--- src/rtl/ooo_pkg.sv ---
// Shared sizing, index types and small helpers for the 2-way out-of-order core.
package ooo_pkg;

  localparam int PRF_SIZE = 64;
  localparam int ARF_SIZE = 32;
  localparam int WAY      = 2;

  typedef logic [$clog2(PRF_SIZE)-1:0] prf_idx_t;
  typedef logic [$clog2(ARF_SIZE)-1:0] arf_idx_t;

  function automatic logic [1:0] popcount2(input logic [1:0] bits);
    return {1'b0, bits[0]} + {1'b0, bits[1]};
  endfunction

endpackage

--- src/rtl/prf_free_list.sv ---
// Physical-register free list: a ring of free PRF indices with a speculative
// allocation head, an architectural (retired) head and a release tail.
module prf_free_list #(
  parameter int PRF_SIZE = ooo_pkg::PRF_SIZE,
  parameter int ARF_SIZE = ooo_pkg::ARF_SIZE,
  parameter int FL_DEPTH = PRF_SIZE - ARF_SIZE,
  localparam int IDX_W   = $clog2(PRF_SIZE),
  localparam int PTR_W   = $clog2(FL_DEPTH) + 1
) (
  input  logic                  clock,
  input  logic                  reset,
  input  logic [1:0]            alloc_req,
  output logic [1:0]            alloc_gnt,
  output logic [1:0][IDX_W-1:0] alloc_idx,
  input  logic [1:0]            free_valid,
  input  logic [1:0][IDX_W-1:0] free_idx,
  input  logic [1:0]            commit_valid,
  input  logic                  mispredict_sig,
  output logic [PTR_W-1:0]      free_count,
  output logic                  fl_empty
);

  import ooo_pkg::*;

  localparam int SLOT_W = PTR_W - 1;

  typedef logic [PTR_W-1:0] ptr_t;

  logic [IDX_W-1:0]  fl_mem [FL_DEPTH];
  ptr_t              spec_head;
  ptr_t              arch_head;
  ptr_t              tail;
  logic [SLOT_W-1:0] head_slot;
  logic [SLOT_W-1:0] head_slot_p1;
  logic [SLOT_W-1:0] tail_slot;
  logic [SLOT_W-1:0] tail_slot_p1;
  logic [1:0]        n_req;
  logic [1:0]        n_gnt;
  logic [1:0]        n_free;
  logic [1:0]        n_commit;
  logic              grant_ok;
  ptr_t              arch_span;
  ptr_t              spec_span;

  assign n_req    = popcount2(alloc_req);
  assign n_gnt    = popcount2(alloc_gnt);
  assign n_free   = popcount2(free_valid);
  assign n_commit = popcount2(commit_valid);

  assign head_slot    = spec_head[SLOT_W-1:0];
  assign head_slot_p1 = head_slot + SLOT_W'(1);
  assign tail_slot    = tail[SLOT_W-1:0];
  assign tail_slot_p1 = tail_slot + SLOT_W'(1);

  assign free_count = tail - spec_head;
  assign fl_empty   = (free_count == '0);

  // Grants are all-or-nothing and forced off while reset is held, so the
  // outputs show reset values without waiting for an edge.
  assign grant_ok  = reset && !mispredict_sig && (ptr_t'(n_req) <= free_count);
  assign alloc_gnt = grant_ok ? alloc_req : 2'b00;

  // A lone request on way1 takes the head entry; otherwise way1 takes head+1.
  always_comb begin
    alloc_idx    = '0;
    alloc_idx[0] = fl_mem[head_slot];
    alloc_idx[1] = (alloc_req == 2'b10) ? fl_mem[head_slot] : fl_mem[head_slot_p1];
  end

  always_ff @(posedge clock or negedge reset) begin
    if (!reset) begin
      for (int i = 0; i < FL_DEPTH; i++) begin
        fl_mem[i] <= IDX_W'(ARF_SIZE + i);
      end
      spec_head <= '0;
      arch_head <= '0;
      tail      <= ptr_t'(FL_DEPTH);
    end else begin
      if (free_valid[0]) begin
        fl_mem[tail_slot] <= free_idx[0];
      end
      if (free_valid[1]) begin
        fl_mem[free_valid[0] ? tail_slot_p1 : tail_slot] <= free_idx[1];
      end
      tail      <= tail + ptr_t'(n_free);
      arch_head <= arch_head + ptr_t'(n_commit);
      // Recovery lands on the retired point including this cycle's commits.
      if (mispredict_sig) begin
        spec_head <= arch_head + ptr_t'(n_commit);
      end else begin
        spec_head <= spec_head + ptr_t'(n_gnt);
      end
    end
  end

  assign arch_span = tail - arch_head;
  assign spec_span = spec_head - arch_head;

  a_no_free_overflow: assert property (
    @(posedge clock) disable iff (!reset) arch_span <= ptr_t'(FL_DEPTH));

  a_no_commit_past_spec: assert property (
    @(posedge clock) disable iff (!reset) ptr_t'(n_commit) <= spec_span);

endmodule

--- config.mk ---
export PLATFORM = sky130hd
export DESIGN_NAME = prf_free_list
export DESIGN_NICKNAME = d
export VERILOG_FILES = /design/src/rtl/ooo_pkg.sv /design/src/rtl/prf_free_list.sv
export SDC_FILE = /design/constraint.sdc
export NUM_CORES = 1
export LEC_CHECK = 0
export CAP_MARGIN = 40
export CORE_ASPECT_RATIO = 0.6
export CORE_MARGIN = 3
export CORE_UTILIZATION = 25
export CTS_BUF_LIST = sky130_fd_sc_hd__clkbuf_4 sky130_fd_sc_hd__clkbuf_8
export DETAILED_ROUTE_END_ITERATION = 8
export PLACE_DENSITY = 0.5
export SLEW_MARGIN = 5
export SYNTH_ARGS = -nofsm -noshare
export SYNTH_HDL_FRONTEND = slang
export SYNTH_SLANG_ARGS = --single-unit
--- constraint.sdc ---
create_clock -name clock -period 8.95 [get_ports clock]
set_input_delay 1.3425 -clock clock [delete_from_list [all_inputs] [get_ports clock]]
set_output_delay 1.3425 -clock clock [all_outputs]
set_load 0.02 [all_outputs]
==> impl_metrics.env <==
export IMPL_run_status="completed"
export IMPL_netlist_area_um2=14600
export IMPL_fin_crit_ns=5.82
export IMPL_peakVddDrop_v=0.000155
export IMPL_fmax_mhz=172
export IMPL_ff2ff_setup_slack_ns=4.61
export IMPL_worstSetupPathType="flip-flop to output pin"
export IMPL_nets=1418
export IMPL_cts_buffers=35
export IMPL_start_kind="flip-flop"
export IMPL_grt_max_degree=92
export IMPL_ys_async_sr_fraction=1.00
export IMPL_required_ns=7.61
export IMPL_antenna_found_initial=1
export IMPL_drt_initial_drc_count=1387
export IMPL_path_clk_slew_ns=0.06
export IMPL_placement_io_buffers=41
export IMPL_synth_xor_area_share=0.0114
export IMPL_crit_buf_inv=3
export IMPL_crit_path_end="alloc_idx[11]"
export IMPL_yosys_warnings=0
export IMPL_cts_buffer_depth=3
export IMPL_p_total_w=0.00728
export IMPL_r2r_cells=14
export IMPL_critPathMaxFanout=50
export IMPL_synth_edf_count=0
export IMPL_grt_util_all_layers=0.166
export IMPL_max_cap_violations=0
export IMPL_regToRegEndpoint="spec_head[4]$_DFF_PN0_"
export IMPL_max_stage_delay_ns=0.75
export IMPL_yosysUniqueCellTypes=58
export IMPL_p_per_area_nw_per_um2=436
export IMPL_critPathTopFamily="buffers and inverters"
export IMPL_overflow=0
export IMPL_yosys_area_share_adder=0.0209
export IMPL_syn_num_nets=1404
export IMPL_crit_path_end_kind="output pin"
export IMPL_reg2reg_from="spec_head[0]$_DFF_PN0_"
export IMPL_path_depth=8
export IMPL_finalSetupViolCount=0
export IMPL_synthMuxAreaShare=0.350
export IMPL_synth_area_leaders="dfstp_2, dfrtp_1, mux2_2"
export IMPL_worst_path_max_delay_cell="dfrtp_4"
export IMPL_synth_largest_type_area_fraction=0.203
export IMPL_crit_chain="ha_4, buf_16, mux4_2, inv_1, o21ai_0, nor4_1, a211oi_1, clkdlybuf4s50_1"
export IMPL_routabilityCongestion=0.905
export IMPL_clk_latency_ns=0.57
export IMPL_die_w_um=318
export IMPL_drive_above_1_share=0.358
export IMPL_synth_seq_cells=210
export IMPL_synth_compound_area_frac=0.0918
export IMPL_p_leak_nw=6.64
export IMPL_synthTopCellsByCount="mux2i_1, mux2_2, dfstp_2"
export IMPL_cts_resized=0
export IMPL_synth_seq_area_share=0.369
export IMPL_routed_wl_mm=52.6
export IMPL_vias=11295
export IMPL_core_area_um2=57700
export IMPL_report_final_slew_viol_count=0
export IMPL_cts_tree="done"
export IMPL_hpwl_mm=36.9
export IMPL_tns_ns=0
export IMPL_post_cts_buffers=0
export IMPL_start_util=0.254
export IMPL_hold_buffers=0
export IMPL_htreeDepth=2
export IMPL_root_buffer="clkbuf_8"
export IMPL_arrival_ns=4.48
export IMPL_synth_largest_area_cell="dfstp_2"
export IMPL_synth_most_common_cell="mux2i_1"
export IMPL_dr_pass1_iters=5
export IMPL_hold_path_class="flip-flop to flip-flop"
export IMPL_area_delta_synth_final_pct=14.0
export IMPL_cts_sinks=210
export IMPL_nFillCells=6027
export IMPL_rows=68
export IMPL_synth_simple_gate_area_frac=0.110
export IMPL_ios=42
export IMPL_syn_avg_cell_area_um2=10.8
export IMPL_synth_top_family_by_area="multiplexers"
export IMPL_die_area_um2=61600
export IMPL_relSlewSlack=0.420
export IMPL_worst_pin_slew_ns=0.870
export IMPL_n_antenna_cell=0
export IMPL_finalHoldViolCount=0
export IMPL_ant_nets=0
export IMPL_startpoint="spec_head[1]$_DFF_PN0_"
export IMPL_finClkSkew_ns=0.0310
export IMPL_drc_errors=0
export IMPL_timing_final_crit_share=0.651
export IMPL_via_per_inst=5.20
export IMPL_synthFlopType="dfstp_2"
export IMPL_grt_pass1_vias=10944
export IMPL_grt_pass1_wl_mm=77.0
export IMPL_die_y_um=193
export IMPL_wire_per_inst_um=24.2
export IMPL_rsz0062_at_grt="no"
export IMPL_syn_instance_count=1361
kinds of logic after synthesis:
kind of cell | count (synthesis)
fa+ha+maj | 22
mux | 428
simple gates | 316
xor+xnor | 19
buf+inv | 157
flops | 210
compound gates | 209
layout make-up:
type                    count  area (um^2)  share of cell area
multi-input cells         994         8570               0.514
repair buffers             82          782              0.0469
clock buffers              58          717              0.0430
well taps                 770          963              0.0577
clock inverters             5         52.6             0.00315
inverters                  52          195              0.0117
flip-flops and latches    210         5400               0.324
state kept, by name, indices dropped and copies added (netlist names):
name / count
fl_mem: 192
arch_head: 6
spec_head: 6
tail: 6
metal layers:
metal	track usage	share of wire	vias to the layer above
met2	0.204	0.36	464
met3	0.0572	0.10	50
met5	0	0	-
met1	0.272	0.52	5785
met4	0.0252	0.012	0
li1	-	-	4996
cell usage in the layout, fill, tap and decap left out, types with 35 or more instances in the layout:
cell	instances
mux4_2	48
nor2b_1	35
nor2_1	58
dfstp_2	113
a21oi_1	53
clkbuf_8	46
buf_4	35
nand2_1	97
mux2_2	184
dfrtp_1	95
inv_1	50
clkdlybuf4s50_1	40
mux2i_1	187
per-stage QoR:
| stage | hold WS, ns | util | area (um^2) | worst slack, ns | instances |
|---|---|---|---|---|---|
| after detailed placement | 0.464 | 0.276 | 15900 | 3.44 | 2107 |
| final | 0.481 | 0.289 | 16700 | 3.13 | 2171 |
| after CTS | 0.480 | 0.289 | 16700 | 3.17 | 2170 |
| after global routing | 0.511 | 0.289 | 16700 | 2.94 | 2171 |
| after global placement | 0.460 | 0.273 | 15800 | 3.45 | 2096 |
| after floorplan | 0.444 | - | 14600 | 4.92 | 1361 |
power by group:
part / total, W / switching [W] / internal (W) / leakage, nW
combinational: 0.00417 / 0.00223 / 0.00194 / 3.86
sequential: 0.00214 / 0.000548 / 0.00160 / 2.37
clock: 0.000961 / 0.000426 / 0.000535 / 0.409
total: 0.00728 / 0.00321 / 0.00407 / 6.64
worst min path at each step:
stage	slack (ns)	endpoint	cells past startpoint	from
2_1_floorplan	0.44	arch_head[5]$_DFF_PN0_	1	arch_head[5]$_DFF_PN0_
3_3_place_gp	0.46	arch_head[5]$_DFF_PN0_	1	arch_head[5]$_DFF_PN0_
3_5_place_dp	0.46	arch_head[5]$_DFF_PN0_	1	arch_head[5]$_DFF_PN0_
4_1_cts	0.48	arch_head[5]$_DFF_PN0_	1	arch_head[5]$_DFF_PN0_
5_1_grt	0.51	arch_head[5]$_DFF_PN0_	1	arch_head[5]$_DFF_PN0_
6_report	0.48	arch_head[5]$_DFF_PN0_	1	arch_head[5]$_DFF_PN0_
(Power assumes the default switching activity.)
